==> src/rtl/swr_pkg.sv <==
// Shared types and defaults for the serial word receiver.
package swr_pkg;

    localparam int unsigned SWR_DEFAULT_WIDTH = 4;

    typedef enum logic [1:0] {
        IDLE   = 2'd0,
        SHIFT  = 2'd1,
        PARITY = 2'd2
    } swr_state_t;

endpackage : swr_pkg

==> src/rtl/serial_word_receiver_if.sv <==
// Serial-in / word-out bundle. parity_err exists only when SWR_PARITY_EN is defined.
interface serial_word_receiver_if import swr_pkg::*; #(
    parameter int unsigned WIDTH = SWR_DEFAULT_WIDTH
);
    logic             ser_in;
    logic             ser_valid;
    logic             lsb_first;
    logic [WIDTH-1:0] word_out;
    logic             word_valid;
    logic             word_ready;
    logic             overrun;
`ifdef SWR_PARITY_EN
    logic             parity_err;
`endif

    // Master drives the serial stream and consumes words; slave is the receiver.
    modport master (
        output ser_in, ser_valid, lsb_first, word_ready,
`ifdef SWR_PARITY_EN
        input  parity_err,
`endif
        input  word_out, word_valid, overrun
    );

    modport slave (
        input  ser_in, ser_valid, lsb_first, word_ready,
`ifdef SWR_PARITY_EN
        output parity_err,
`endif
        output word_out, word_valid, overrun
    );

endinterface : serial_word_receiver_if

==> src/rtl/swr_shift_core.sv <==
// Direction-selectable WIDTH-bit shift register with bit counter.
module swr_shift_core import swr_pkg::*; #(
    parameter  int unsigned WIDTH = SWR_DEFAULT_WIDTH,
    localparam int unsigned CW    = $clog2(WIDTH + 1)
) (
    input  logic             i_clk,
    input  logic             i_reset,
    input  logic             i_shift_en,
    input  logic             i_dir,
    input  logic             i_clear,
    input  logic             i_ser_in,
    output logic [WIDTH-1:0] o_sreg_nxt_c,
    output logic [CW-1:0]    o_count
);

    logic [WIDTH-1:0] r_sreg;
    logic [CW-1:0]    r_count;

    // Value the register takes this edge; lets the owner capture the final bit without a bubble.
    always_comb begin
        o_sreg_nxt_c = r_sreg;
        if (i_shift_en) begin
            o_sreg_nxt_c = i_dir ? {i_ser_in, r_sreg[WIDTH-1:1]}
                                 : {r_sreg[WIDTH-2:0], i_ser_in};
        end
    end

    // Clear wins over shift so the next word starts from zero.
    always_ff @(posedge i_clk) begin
        if (i_reset || i_clear) begin
            r_sreg  <= '0;
            r_count <= '0;
        end else if (i_shift_en) begin
            r_sreg  <= o_sreg_nxt_c;
            r_count <= r_count + CW'(1);
        end
    end

    assign o_count = r_count;

endmodule : swr_shift_core

==> src/rtl/serial_word_receiver.sv <==
// Serial-to-parallel word receiver with single-entry holding register and sticky overrun.
// Optional trailing even-parity bit per word when SWR_PARITY_EN is defined.
module serial_word_receiver import swr_pkg::*; #(
    parameter int unsigned WIDTH = SWR_DEFAULT_WIDTH
) (
    input  logic                   clk,
    input  logic                   reset,
    serial_word_receiver_if.slave  io_bus
);

    localparam int unsigned   CW        = $clog2(WIDTH + 1);
    localparam logic [CW-1:0] LAST_DATA = CW'(WIDTH - 1);

    swr_state_t       r_state;
    logic             r_dir;
    logic [WIDTH-1:0] r_word_out;
    logic             r_word_valid;
    logic             r_overrun;
`ifdef SWR_PARITY_EN
    logic             r_parity_err;
`endif

    logic             w_shift_en;
    logic             w_dir;
    logic             w_complete;
    logic             w_last_data;
    logic [WIDTH-1:0] w_sreg_nxt;
    logic [CW-1:0]    w_count;

    swr_shift_core #(.WIDTH(WIDTH)) u_core (
        .i_clk        (clk),
        .i_reset      (reset),
        .i_shift_en   (w_shift_en),
        .i_dir        (w_dir),
        .i_clear      (w_complete),
        .i_ser_in     (io_bus.ser_in),
        .o_sreg_nxt_c (w_sreg_nxt),
        .o_count      (w_count)
    );

    assign w_last_data = io_bus.ser_valid && (w_count == LAST_DATA);

    // Core control: the direction is taken live on the first bit, then from the latch.
    always_comb begin
        w_shift_en = 1'b0;
        w_dir      = r_dir;
        w_complete = 1'b0;
        case (r_state)
            IDLE: begin
                w_shift_en = io_bus.ser_valid;
                w_dir      = io_bus.lsb_first;
            end
            SHIFT: begin
                w_shift_en = io_bus.ser_valid;
`ifndef SWR_PARITY_EN
                w_complete = w_last_data;
`endif
            end
            PARITY: begin
                w_complete = io_bus.ser_valid;
            end
            default: ;
        endcase
    end

    always_ff @(posedge clk) begin
        if (reset) begin
            r_state      <= IDLE;
            r_dir        <= 1'b0;
            r_word_out   <= '0;
            r_word_valid <= 1'b0;
            r_overrun    <= 1'b0;
`ifdef SWR_PARITY_EN
            r_parity_err <= 1'b0;
`endif
        end else begin
            case (r_state)
                IDLE: begin
                    if (io_bus.ser_valid) begin
                        r_dir   <= io_bus.lsb_first;
                        r_state <= SHIFT;
                    end
                end
                SHIFT: begin
                    if (w_last_data) begin
`ifdef SWR_PARITY_EN
                        r_state <= PARITY;
`else
                        r_state <= IDLE;
`endif
                    end
                end
                PARITY: begin
                    if (io_bus.ser_valid) begin
                        r_state <= IDLE;
                    end
                end
                default: r_state <= IDLE;
            endcase

            // A completion may reuse the slot freed by a same-cycle handshake.
            if (w_complete) begin
                if (!r_word_valid || io_bus.word_ready) begin
                    r_word_out   <= w_sreg_nxt;
                    r_word_valid <= 1'b1;
`ifdef SWR_PARITY_EN
                    r_parity_err <= ^{w_sreg_nxt, io_bus.ser_in};
`endif
                end else begin
                    r_overrun <= 1'b1;
                end
            end else if (io_bus.word_ready) begin
                r_word_valid <= 1'b0;
            end
        end
    end

    assign io_bus.word_out   = r_word_out;
    assign io_bus.word_valid = r_word_valid;
    assign io_bus.overrun    = r_overrun;
`ifdef SWR_PARITY_EN
    assign io_bus.parity_err = r_parity_err;
`endif

endmodule : serial_word_receiver
==> src/flat_wrapper.sv <==
// flat-port wrapper written by rule: the top's interface ports become plain ports
module serial_word_receiver_flat import swr_pkg::*;
#(
    parameter int unsigned WIDTH = SWR_DEFAULT_WIDTH
)
  (clk, reset, io_bus_ser_in, io_bus_ser_valid, io_bus_lsb_first, io_bus_word_ready, io_bus_word_out, io_bus_word_valid, io_bus_overrun);
  serial_word_receiver_if #(.WIDTH(WIDTH)) io_bus_i ();
  input  logic clk;
  input  logic reset;
  input wire logic [$bits(io_bus_i.ser_in)-1:0] io_bus_ser_in;
  input wire logic [$bits(io_bus_i.ser_valid)-1:0] io_bus_ser_valid;
  input wire logic [$bits(io_bus_i.lsb_first)-1:0] io_bus_lsb_first;
  input wire logic [$bits(io_bus_i.word_ready)-1:0] io_bus_word_ready;
  output wire logic [$bits(io_bus_i.word_out)-1:0] io_bus_word_out;
  output wire logic [$bits(io_bus_i.word_valid)-1:0] io_bus_word_valid;
  output wire logic [$bits(io_bus_i.overrun)-1:0] io_bus_overrun;
  assign io_bus_i.ser_in = io_bus_ser_in;
  assign io_bus_i.ser_valid = io_bus_ser_valid;
  assign io_bus_i.lsb_first = io_bus_lsb_first;
  assign io_bus_i.word_ready = io_bus_word_ready;
  assign io_bus_word_out = io_bus_i.word_out;
  assign io_bus_word_valid = io_bus_i.word_valid;
  assign io_bus_overrun = io_bus_i.overrun;
  serial_word_receiver #(.WIDTH(WIDTH)) u_core (.clk(clk), .reset(reset), .io_bus(io_bus_i));
endmodule
==> config.mk <==
export PLATFORM = sky130hd
export DESIGN_NAME = serial_word_receiver_flat
export DESIGN_NICKNAME = d
export VERILOG_FILES = /design/src/rtl/swr_pkg.sv /design/src/rtl/serial_word_receiver_if.sv /design/src/rtl/swr_shift_core.sv /design/src/rtl/serial_word_receiver.sv /design/src/flat_wrapper.sv
export SDC_FILE = /design/constraint.sdc
export NUM_CORES = 1
export LEC_CHECK = 0
export ABC_AREA = 1
export ABC_CLOCK_PERIOD_IN_PS = 1500
export CAP_MARGIN = 25
export CORE_UTILIZATION = 30
export DETAILED_ROUTE_END_ITERATION = 8
export PLACE_DENSITY = 0.49
export SLEW_MARGIN = 10
export SYNTH_ARGS = -nofsm -noshare
export SYNTH_HDL_FRONTEND = slang
export SYNTH_SLANG_ARGS = --single-unit
==> constraint.sdc <==
create_clock -name clk -period 1.5 [get_ports clk]
set_input_delay 0.45 -clock clk [delete_from_list [all_inputs] [get_ports clk]]
set_output_delay 0.45 -clock clk [all_outputs]
set_load 0.03 [all_outputs]
Word level (Yosys, flattened, before mapping):

Cells that the tools add are included.

* $add $sub $neg: 1
* equal/unequal tests: 7
* multiplexer cells: 12
* bitwise operators: 1
* reductions and logical operators: 12

Operators by type and width (number)
* $mux W4: 2
* $reduce_and A2 Y1: 4
* $mux W2: 3
* $pmux W2 S3: 1
* $mux W1: 5
* $ne A2 B1 Y1 const B: 2
* $ne A2 B2 Y1 const B: 2
* $add A3 B1 Y3 const B: 1
* $eq A3 B2 Y1 const B: 1
* $reduce_and A3 Y1: 1
* $eq A2 B1 Y1 const B: 1
* $eq A2 B2 Y1 const B: 1
* $logic_not A2 Y1: 1
* $logic_or A1 B1 Y1: 2
* $pmux W1 S2: 1
* $reduce_bool A2 Y1: 1
* $reduce_or A2 Y1: 1
* $logic_and A1 B1 Y1: 1
* $logic_not A1 Y1: 1
* $not A1 Y1: 1

* register bits after elaboration: 16

Logic depth before layout (Yosys ltp):

Gate-level depths: netlist (run 1).

* depth in word-level cells: 5
* depth in mapped cells: 8
* depth with buffers taken out: 8

Cells and area by module:

Synthesis (run 1) repeated with hierarchy kept, for this count alone.

* cells, all modules: 108
* area, all modules: 753.2 µm²

By module, submodules not included
* serial_word_receiver: times used 1, cells each 59, area an instance 414.1 µm², seq. area each 160.2 µm²
* swr_shift_core: times used 1, cells each 49, area an instance 339.1 µm², seq. area each 140.1 µm²

Least setup slack after synthesis (run 1):

OpenSTA, ideal clock, no wires.

* path kind: register to register
* from: register u_core.u_core.r_count[0], in the netlist u_core.u_core.o_count[0]
* to: register u_core.u_core.r_sreg[0]
* setup time: 0.066 ns
* arrival: 1.258 ns
* data required time: 1.434 ns
* slack: 0.176 ns
* cell stages (with the launch flop): 8
* buffers on the path: 1
* period minus slack after synthesis: 1.324 ns
* cell sequence: dfxtp_1 ha_1 ha_1 nand3_4 inv_2 or2_1 buf_6 a21oi_2

* word-level cells in the longest chain between the ends: 4

Ends and longest elaborated chain
* from (decl): line swr_shift_core.sv:17 `logic [CW-1:0] r_count;`
* from (signal assigned): line swr_shift_core.sv:35 `r_count <= r_count + CW'(1);`
* $eq A3 B2 Y1: line serial_word_receiver.sv:41 `assign w_last_data = io_bus.ser_valid && (w_count == LAST_DATA);`
* $logic_and A1 B1 Y1: line serial_word_receiver.sv:41
* $pmux W1 S2: line serial_word_receiver.sv:48 `case (r_state)`
* $logic_or A1 B1 Y1: line swr_shift_core.sv:30 `if (i_reset || i_clear) begin`
* to (signal assigned): line swr_shift_core.sv:34 `r_sreg <= o_sreg_nxt_c;`
* to (decl): line swr_shift_core.sv:16 `logic [WIDTH-1:0] r_sreg;`

Every way passes these cells.
A chain may end at the register's enable or synchronous reset.

Worst setup path in the final report (run 1):

* from: register u_core.r_overrun, in the netlist u_core.io_bus.overrun
* to: output port io_bus_overrun

RTL lines
* from (decl): line serial_word_receiver.sv:18 `logic r_overrun;`
* from (signal assigned): line serial_word_receiver.sv:72 `r_overrun <= 1'b0;`
* from (signal assigned): line serial_word_receiver.sv:110 `r_overrun <= 1'b1;`
* to (decl): line flat_wrapper.sv:16 `output wire logic [$bits(io_bus_i.overrun)-1:0] io_bus_overrun;`

No word-level cell between the ends.

==> results of run 1 <==
## Yosys cell counts
library cell  number
or2_1              1
a21oi_2            7
o21ba_2            1
nand3_4            1
nor2_4             1
ha_1               2
or2_2              1
nand3_1           15
dfxtp_1           15
nand2_1           15
a311oi_1           1
nor2_1            11
inv_1             14
buf_6              2
a21oi_1            2
inv_2              2
xnor2_1            1
nand3_2            1
## power groups by stage
stage	clock network [mW]	logic [mW]	registers (mW)
after global routing	0.262	0.133	0.430
after floorplan	0	0.0797	0.436
final	0.231	0.117	0.428
after CTS	0.239	0.116	0.428
after detailed placement	0	0.116	0.437
after global placement	0	0.115	0.436
## layout make-up
class                           instances  share of cell area, %
Timing Repair Buffer                   17                  16.01
Inverter                               16                  6.513
Sequential cell                        15                  32.70
Clock buffer                            3                  2.442
Clock inverter                          1                 0.5427
Multi-Input combinational cell         60                  37.99
Tap cell                               28                  3.799
## stage by stage
step / hold WS (ns) / setup TNS (ns) / cell area (um^2)
4_1_cts: 0.4831 / 0 / 918.4
3_5_place_dp: 0.4686 / -2.875 / 898.4
6_report: 0.4837 / 0 / 922.1
2_1_floorplan: 0.4485 / 0 / 730.7
5_1_grt: 0.5005 / 0 / 922.1
3_3_place_gp: 0.4589 / -2.382 / 898.4
## per-layer routing
layer	up-vias	global-route usage [%]	part of all wire, %
met5	-	0	0
li1	334	-	-
met3	2	6.548	5.1
met2	10	23.46	47
met4	0	2.703	0.79
met1	272	15.83	47
## worst register-to-register path, delay by kind of cell (launching register included)
| kind | cells | cell delay [ns] |
|---|---|---|
| compound gates | 1 | 0.12 |
| fa+ha+maj | 2 | 0.41 |
| flops | 1 | 0.34 |
| simple gates | 2 | 0.39 |
| buf+inv | 1 | 0.04 |
## worst paths after layout
| kind | cells past startpoint | to | slack, ns | from |
|---|---|---|---|---|
| worst max-delay path | 1 | io_bus_overrun | 0.06 | u_core.io_bus.overrun$_SDFFE_PP0P_ |
| worst min-delay path | 2 | u_core.u_core.o_count[2]$_SDFFE_PP0P_ | 0.48 | u_core.u_core.o_count[2]$_SDFFE_PP0P_ |
| worst min register to register | 2 | u_core.u_core.o_count[2]$_SDFFE_PP0P_ | 0.48 | u_core.u_core.o_count[2]$_SDFFE_PP0P_ |
| worst max register to register | 6 | u_core.u_core.o_count[1]$_SDFFE_PP0P_ | 0.15 | u_core.u_core.o_count[0]$_SDFFE_PP0P_ |
## cell families (layout without fill, tap and decap cells)
group	count (synthesis)	in the layout	share of synthesized area (%)
AO/OA/AOI/OAI	11	11	12.33
XOR/XNOR	1	1	1.199
adder cells (fa/ha/maj)	2	2	3.424
buffers and inverters	18	37	11.30
flip-flops	15	15	41.10
AND/OR/NAND/NOR	46	46	30.65
## repair_timing
action / 4_1_cts / 5_1_grt
pin swaps: 0 / 1
setup buffers: 0 / 0
gates resized for setup: 6 / 11
setup endpoints to repair: 6 / 15
## state kept, by name, indices dropped and copies added, names as in the netlist
register,count
u_core.io_bus.word_out,4
u_core.u_core.r_sreg,4
u_core.u_core.o_count,3
u_core.io_bus.word_valid,1
u_core.r_state,1
u_core.io_bus.overrun,1
u_core.r_dir,1
==> run summary, run 1 <==
Worst-path maximum fanout: 2
Max-slew violations: 0
Routed vias: 618
Pint: 0.5674 mW
CTS tree: yes
CP startpoint kind: flop
Die Footprint: 2637 um^2
PnR worst setup slack: 0.06035 ns
CP top delay family: buffers and inverters
RSZ-0062 raised after global routing: no
Slew Limit Headroom: 79.60%
Share of post-route cells with drive strength above 1: 25.00%
H-tree depth: 1
Core ar.: 2255 um^2
Starting Density: 32.41%
Worst path max stage delay: 0.36 ns
CP Cell Sequence: clkdlybuf4s15_1
Reg area: 301.5 um^2
Total gr overflow: 0
Pwr dens: 841.2 nW/um^2
Switching share of power: 26.85%
Multi-input logic area: 350.3 um^2
Final Hold Viols: 0
Synth area leaders: dfxtp_1 41%, nand3_1 10%, a21oi_2 8.4%
Diode count: 0
# IOs: 12
Worst path slowest cell: clkdlybuf4s15_1
Post-Place Setup Slack: -0.2694 ns
First-pass GRT wire length: 2635 um
Nets: 121
Vias in the first global route: 609
Cell count after synthesis: 93
Post-Syn Nets: 101
Max-Cap Viols: 0
Post-Syn Area: 730.7 um^2
Largest net degree at the start of global routing: 10
Drt initial violations: 16
Clock skew: 0.0005232 ns
Vias per cell: 4.414
Post-Layout Cell Count: 140
Placed Cells: 136
Final core utilization: 40.90%
Area Growth Syn to Fin: 26.20%
Synth cell types: 18
Area leader, netlist: dfxtp_1
Detail Placement HPWL: 1149 um
Tot Pwr: 0.7757 mW
Antenna violations before repair: 0
IO buf count: 11
Hold-fix buffer count after cts: 0
Worst-case clock buffer depth: 2
Die H: 51.35 um
Critical Path RT: 1.05 ns
TritonRoute pass-1 iters: 4
Tmin final: 1.440 ns
Post-synthesis sequential area ratio: 41.10%
Cell Rows: 17
Maximum VDD drop: 524.2 uV
Clk sink count: 15
Avg Inst Size Synth: 7.857 um^2
Chip width: 51.35 um
P_sw: 0.2083 mW
FMAX: 0.6946 GHz
Critical Path Sink Type: primary output
Post-route ant nets: 0
CP Data Arrival Time: 0.99 ns
Final setup vio count: 0
Synthesis Warnings: 0
Clk pwr share: 29.8%
Slew @ Worst Pin: 0.3072 ns
Commonest non-fill, non-tap cells in the layout: 15 x nand2_1, 15 x nand3_1, 14 x inv_1, 14 x dfxtp_1, 11 x nor2_1
Final WL: 1515 um
DRC errors left: 0
WL/cell: 10.82 um
Total GRT Usage: 13.83%
Root Buffer Master: clkbuf_4
Lkg Pwr: 0.4108 nW
Combinational power share: 15.1%
Reg power frac: 55.2%
Outcome: complete, no violations
Fillers: 251
HP Class: flop to flop
Critical path class: flop to primary output
CTS buffer count: 3
Worst-Skew Late Latency: 0.28 ns
CTS clk-pin slew, worst paths: 0.09 ns
Tcrit/Tclk final: 95.98%
Yosys reg bits: 15
Routability-driven placement congestion ratio: 0.7398
Yosys top cell area share: 41.10%
Worst Path Buf+Inv: 1
Power figures use the tool's default switching activity.
==> run 2: changes to the inputs <==
CTS_BUF_LIST = sky130_fd_sc_hd__clkbuf_16   (was default)
DONT_BUFFER_PORTS = 1   (was default)
PLACE_DENSITY = 0.43   (was 0.49)
==> run summary, run 2 (same netlist as run 1, synthesis figures left out) <==
Lkg Pwr: 0.3557 nW (was 0.4108 nW)
Tmin final: 1.348 ns (was 1.440 ns)
Post-Layout Cell Count: 124 (was 140)
Starting Density: 32.41% (unchanged)
CTS buffer count: 3 (unchanged)
Worst-case clock buffer depth: 2 (unchanged)
Commonest non-fill, non-tap cells in the layout: 15 x inv_1, 15 x nand2_1, 15 x nand3_1, 15 x dfxtp_1, 11 x nor2_1 (was 15 x nand2_1, 15 x nand3_1, 14 x inv_1, 14 x dfxtp_1, 11 x nor2_1)
Core ar.: 2255 um^2 (unchanged)
Vias in the first global route: 542 (was 609)
Nets: 105 (was 121)
Share of post-route cells with drive strength above 1: 19.79% (was 25.00%)
Max-Cap Viols: 0 (unchanged)
Worst Reg2Reg Path Length in Cells: 6 (unchanged)
Post-route ant nets: 0 (unchanged)
Critical Path RT: 1.68 ns (was 1.05 ns)
RSZ-0062 raised after global routing: no (unchanged)
Worst-path maximum fanout: 8 (was 2)
Antenna violations before repair: 0 (unchanged)
Critical Path Sink Type: flop (was primary output)
Clock skew: 0.003610 ns (was 0.0005232 ns)
Total gr overflow: 0 (unchanged)
Detail Placement HPWL: 1079 um (was 1149 um)
First-pass GRT wire length: 2477 um (was 2635 um)
Max-slew violations: 0 (unchanged)
DR top layer: met4 (unchanged)
DR WL met2: 663 um (was 714 um)
WL/cell: 12.00 um (was 10.82 um)
Routed vias: 580 (was 618)
Diode count: 0 (unchanged)
HP Class: primary input to flop (was flop to flop)
Placed Cells: 120 (was 136)
Outcome: complete, no violations (unchanged)
Die Footprint: 2637 um^2 (unchanged)
Final setup vio count: 0 (unchanged)
Clk sink count: 15 (unchanged)
Chip width: 51.35 um (unchanged)
CTS clk-pin slew, worst paths: 0.05 ns (was 0.09 ns)
CP startpoint kind: flop (unchanged)
IO buf count: 0 (was 11)
CP endpoint: u_core.u_core.o_count[2]$_SDFFE_PP0P_ (was io_bus_overrun)
Final Hold Viols: 0 (unchanged)
Slew Limit Headroom: 78.10% (was 79.60%)
Final WL: 1488 um (was 1515 um)
Post-route setup TNS: 0 ns (unchanged)
TritonRoute pass-1 iters: 4 (unchanged)
Post-Route M1 WL: 695 um (was 709 um)
Total GRT Usage: 13.52% (was 13.83%)
Critical path class: flop to flop (was flop to primary output)
Vias per cell: 4.677 (was 4.414)
Drt initial violations: 6 (was 16)
Routability-driven placement congestion ratio: 0.6635 (was 0.7398)
Worst reg2reg setup slack: 0.15 ns (about the same)
RR Startpoint: u_core.u_core.o_count[0]$_SDFFE_PP0P_ (unchanged)
CTS tree: yes (unchanged)
Area Growth Syn to Fin: 13.87% (was 26.20%)
FMAX: 0.7419 GHz (was 0.6946 GHz)
Tcrit/Tclk final: 89.86% (was 95.98%)
Maximum VDD drop: 646.9 uV (was 524.2 uV)
Critical R2R Capture: u_core.u_core.o_count[2]$_SDFFE_PP0P_ (was u_core.u_core.o_count[1]$_SDFFE_PP0P_)
Met3 WL post-DR: 99 um (was 78 um)
Largest net degree at the start of global routing: 11 (was 10)
H-tree depth: 1 (unchanged)
Post-CTS Setup Inserts: 0 (unchanged)
DRC errors left: 0 (unchanged)
Slew @ Worst Pin: 0.3280 ns (was 0.3072 ns)
Crit path from: u_core.u_core.o_count[0]$_SDFFE_PP0P_ (was u_core.io_bus.overrun$_SDFFE_PP0P_)
Worst-Skew Late Latency: 0.25 ns (was 0.28 ns)
Reg area: 300.3 um^2 (was 301.5 um^2)
CP Data Arrival Time: 1.53 ns (was 0.99 ns)
Root Buffer Master: clkbuf_16 (was clkbuf_4)
# IOs: 12 (unchanged)
Cell Rows: 17 (unchanged)
Multi-input logic area: 350.3 um^2 (unchanged)
Fillers: 251 (unchanged)
Pwr dens: 1232 nW/um^2 (was 841.2 nW/um^2)
Die H: 51.35 um (unchanged)
run 2: routing by layer:
metal,vias to the layer above,GRT usage [%]
li1,299,-
met1,259,15.65
met2,17,21.05
met3,5,5.060
met4,0,8.108
met5,-,0
run 2: what timing repair did:
| item | 4_1_cts | 5_1_grt |
|---|---|---|
| hold endpoints to repair | 0 | 0 |
| hold buffers | 0 | 0 |
| setup endpoints to repair | 0 | 8 |
| resized for setup | 0 | 1 |
run 2: layout make-up:
cell class                      instances  share of cell area (%)
Clock inverter                          1                  0.4511
Tap cell                               28                   4.211
Clock buffer                            3                   9.023
Timing Repair Buffer                    1                  0.9023
Sequential cell                        15                   36.09
Multi-Input combinational cell         60                   42.11
Inverter                               16                   7.218
run 2: how the worst min path moves through the flow:
stage,slack (ns),cells after the start,from,end
3_3_place_gp,0.47,2,u_core.u_core.o_count[2]$_SDFFE_PP0P_,u_core.u_core.o_count[2]$_SDFFE_PP0P_
3_5_place_dp,0.46,2,u_core.u_core.o_count[2]$_SDFFE_PP0P_,u_core.u_core.o_count[2]$_SDFFE_PP0P_
2_1_floorplan,0.45,2,u_core.u_core.o_count[2]$_SDFFE_PP0P_,u_core.u_core.o_count[2]$_SDFFE_PP0P_
5_1_grt,0.27,1,reset,u_core.io_bus.overrun$_SDFFE_PP0P_
4_1_cts,0.27,1,reset,u_core.io_bus.overrun$_SDFFE_PP0P_
6_report,0.27,1,reset,u_core.io_bus.overrun$_SDFFE_PP0P_
run 2: metrics by stage:
| step | power (mW) | cell area [um^2] | utilization, % | hold slack (ns) | worst slack (ns) |
|---|---|---|---|---|---|
| 6_report | 1.025 | 832.0 | 36.90 | 0.2704 | 0.1521 |
| 5_1_grt | 1.063 | 832.0 | 36.90 | 0.2691 | 0.02791 |
| 4_1_cts | 1.037 | 829.5 | 36.79 | 0.2673 | 0.01213 |
| 3_5_place_dp | 0.5226 | 750.7 | 33.30 | 0.4648 | 0.02570 |
| 3_3_place_gp | 0.5230 | 750.7 | 33.30 | 0.4650 | 0.04656 |
| 2_1_floorplan | 0.5158 | 730.7 | - | 0.4485 | 0.1764 |
run 2: power by group:
part / leakage [nW] / internal (mW) / switching (mW)
logic: 0.191 / 0.0345 / 0.0510
clock network: 0.0423 / 0.352 / 0.156
registers: 0.122 / 0.417 / 0.0139
total: 0.356 / 0.804 / 0.221
run 2: critical path, cell delays in order, from the launching register on:
cell and delay (ns):
dfxtp_1 0.32, ha_1 0.20, ha_1 0.21, nand3_4 0.11, inv_2 0.04, or2_4 0.29, a21oi_2 0.11
==> run 3: changes to the inputs <==
--- a/config.mk
+++ b/config.mk
@@ -9,9 +9,9 @@
 export ABC_CLOCK_PERIOD_IN_PS = 1500
 export CAP_MARGIN = 25
-export CORE_UTILIZATION = 30
+export CORE_UTILIZATION = 48
 export CTS_BUF_LIST = sky130_fd_sc_hd__clkbuf_16
 export DETAILED_ROUTE_END_ITERATION = 8
 export DONT_BUFFER_PORTS = 1
-export PLACE_DENSITY = 0.43
+export PLACE_DENSITY = 0.62
 export SLEW_MARGIN = 10
 export SYNTH_ARGS = -nofsm -noshare
==> constraint.sdc (replaced) <==
create_clock -name clk -period 1.5 [get_ports clk]
set_input_delay 0.225 -clock clk [delete_from_list [all_inputs] [get_ports clk]]
set_output_delay 0.225 -clock clk [all_outputs]
set_load 0.03 [all_outputs]
==> run summary, run 3 (same netlist as run 1, synthesis figures left out) <==
Die Footprint: 1682 um^2 (was 2637 um^2)
Post-route cell area: 815.8 um^2 (was 832.0 um^2)
Outcome: complete, no violations (unchanged)
RSZ-0062 raised after global routing: no (unchanged)
Critical path class: flop to flop (unchanged)
Total GRT Usage: 21.37% (was 13.52%)
Routability-driven placement congestion ratio: 0.8213 (was 0.6635)
Resized cells post-CTS: 0 (unchanged)
CTS clk-pin slew, worst paths: 0.04 ns (was 0.05 ns)
Tot Pwr: 1.014 mW (was 1.025 mW)
Placed Cells: 107 (was 120)
Root Buffer Master: clkbuf_16 (unchanged)
Post-route setup TNS: 0 ns (unchanged)
Cell Rows: 13 (was 17)
Max-Cap Viols: 0 (unchanged)
Final core utilization: 60.43% (was 36.90%)
Final WL: 1368 um (was 1488 um)
Slew @ Worst Pin: 0.3445 ns (was 0.3280 ns)
Vias per cell: 5.279 (was 4.677)
Die H: 41.02 um (was 51.35 um)
Share of post-route cells with drive strength above 1: 19.79% (unchanged)
Post-Layout Cell Count: 111 (was 124)
Slew Limit Headroom: 77.00% (was 78.10%)
Chip width: 41.02 um (was 51.35 um)
DRC errors left: 0 (unchanged)
Fillers: 142 (was 251)
# IOs: 12 (unchanged)
TritonRoute pass-1 iters: 4 (unchanged)
Largest net degree at the start of global routing: 11 (unchanged)
Area Growth Syn to Fin: 11.64% (was 13.87%)
Total gr overflow: 0 (unchanged)
FMAX: 0.7499 GHz (was 0.7419 GHz)
Diode count: 0 (unchanged)
Clock skew: 0.001103 ns (was 0.003610 ns)
Final setup vio count: 0 (unchanged)
Lkg Pwr: 0.3557 nW (unchanged)
Detail Placement HPWL: 1043 um (was 1079 um)
Clk sink count: 15 (unchanged)
Worst-case clock buffer depth: 2 (unchanged)
Worst-Skew Late Latency: 0.24 ns (was 0.25 ns)
Critical Path Sink Type: flop (unchanged)
Final Hold Viols: 0 (unchanged)
Post-CTS Setup Inserts: 0 (unchanged)
Starting Density: 54.12% (was 32.41%)
Hold-fix buffer count after cts: 0 (unchanged)
Worst-path maximum fanout: 8 (unchanged)
Maximum VDD drop: 607.1 uV (was 646.9 uV)
Antenna violations before repair: 0 (unchanged)
CTS buffer count: 3 (unchanged)
CP Data Arrival Time: 1.51 ns (was 1.53 ns)
Core ar.: 1350 um^2 (was 2255 um^2)
Pwr dens: 1243 nW/um^2 (was 1232 nW/um^2)
HP Class: primary input to flop (unchanged)
Placed cell area: 734.5 um^2 (was 750.7 um^2)
Tmin final: 1.333 ns (was 1.348 ns)
Drt initial violations: 7 (was 6)
CTS tree: yes (unchanged)
Routed vias: 586 (was 580)
Vias in the first global route: 525 (was 542)
IO buf count: 0 (unchanged)
WL/cell: 12.32 um (was 12.00 um)
Tcrit/Tclk final: 88.90% (was 89.86%)
Post-route ant nets: 0 (unchanged)
Critical Path RT: 1.68 ns (about the same)
First-pass GRT wire length: 2263 um (was 2477 um)
Nets: 105 (unchanged)
Commonest non-fill, non-tap cells in the layout: 15 x inv_1, 15 x nand2_1, 15 x nand3_1, 15 x dfxtp_1, 11 x nor2_1 (unchanged)
CP startpoint kind: flop (unchanged)
Max-slew violations: 0 (unchanged)
H-tree depth: 1 (unchanged)
## run 3: layer usage
layer  track usage, %  vias up  part of all wire (%)
met4            10.00        0                   2.1
met3            7.065        4                   6.2
met5                0        -                     0
li1                 -      302                     -
met2            35.55       17                    48
met1            24.26      263                    43
## run 3: final cells by class
class | count | area (um^2) | share of cell area [%]
Clock buffer | 3 | 75.07 | 9.202
Multi-Input combinational cell | 60 | 350.3 | 42.94
Inverter | 16 | 60.06 | 7.362
Tap cell | 15 | 18.77 | 2.301
Timing Repair Buffer | 1 | 7.507 | 0.9202
Sequential cell | 15 | 300.3 | 36.81
Clock inverter | 1 | 3.754 | 0.4601
## run 3: critical path, stage by stage, from the launching register on
cell	delay, ns
dfxtp_1	0.32
ha_1	0.20
ha_1	0.21
nand3_4	0.10
inv_2	0.05
or2_4	0.28
a21oi_2	0.11
## run 3: stage by stage
stage	hold WS [ns]	setup WS, ns
2_1_floorplan	0.2974	0.1764
3_5_place_dp	0.3074	0.04547
5_1_grt	0.05063	0.06136
4_1_cts	0.05458	0.03465
6_report	0.05550	0.1666
3_3_place_gp	0.3011	0.07760
## run 3: final timing paths
check	cells past startpoint	startpoint	end	slack [ns]
max	6	u_core.u_core.o_count[0]$_SDFFE_PP0P_	u_core.u_core.r_sreg[0]$_SDFFE_PP0P_	0.17
max reg2reg	6	u_core.u_core.o_count[0]$_SDFFE_PP0P_	u_core.u_core.r_sreg[0]$_SDFFE_PP0P_	0.17
min	1	reset	u_core.r_dir$_SDFFE_PP0P_	0.06
min reg2reg	2	u_core.u_core.o_count[1]$_SDFFE_PP0P_	u_core.u_core.o_count[1]$_SDFFE_PP0P_	0.47
## run 3: where the power goes
group          leakage (nW)  switching [mW]  internal [mW]
clock network        0.0423           0.146          0.351
logic                 0.191          0.0509         0.0341
registers             0.122          0.0138          0.418
total                 0.356           0.211          0.803
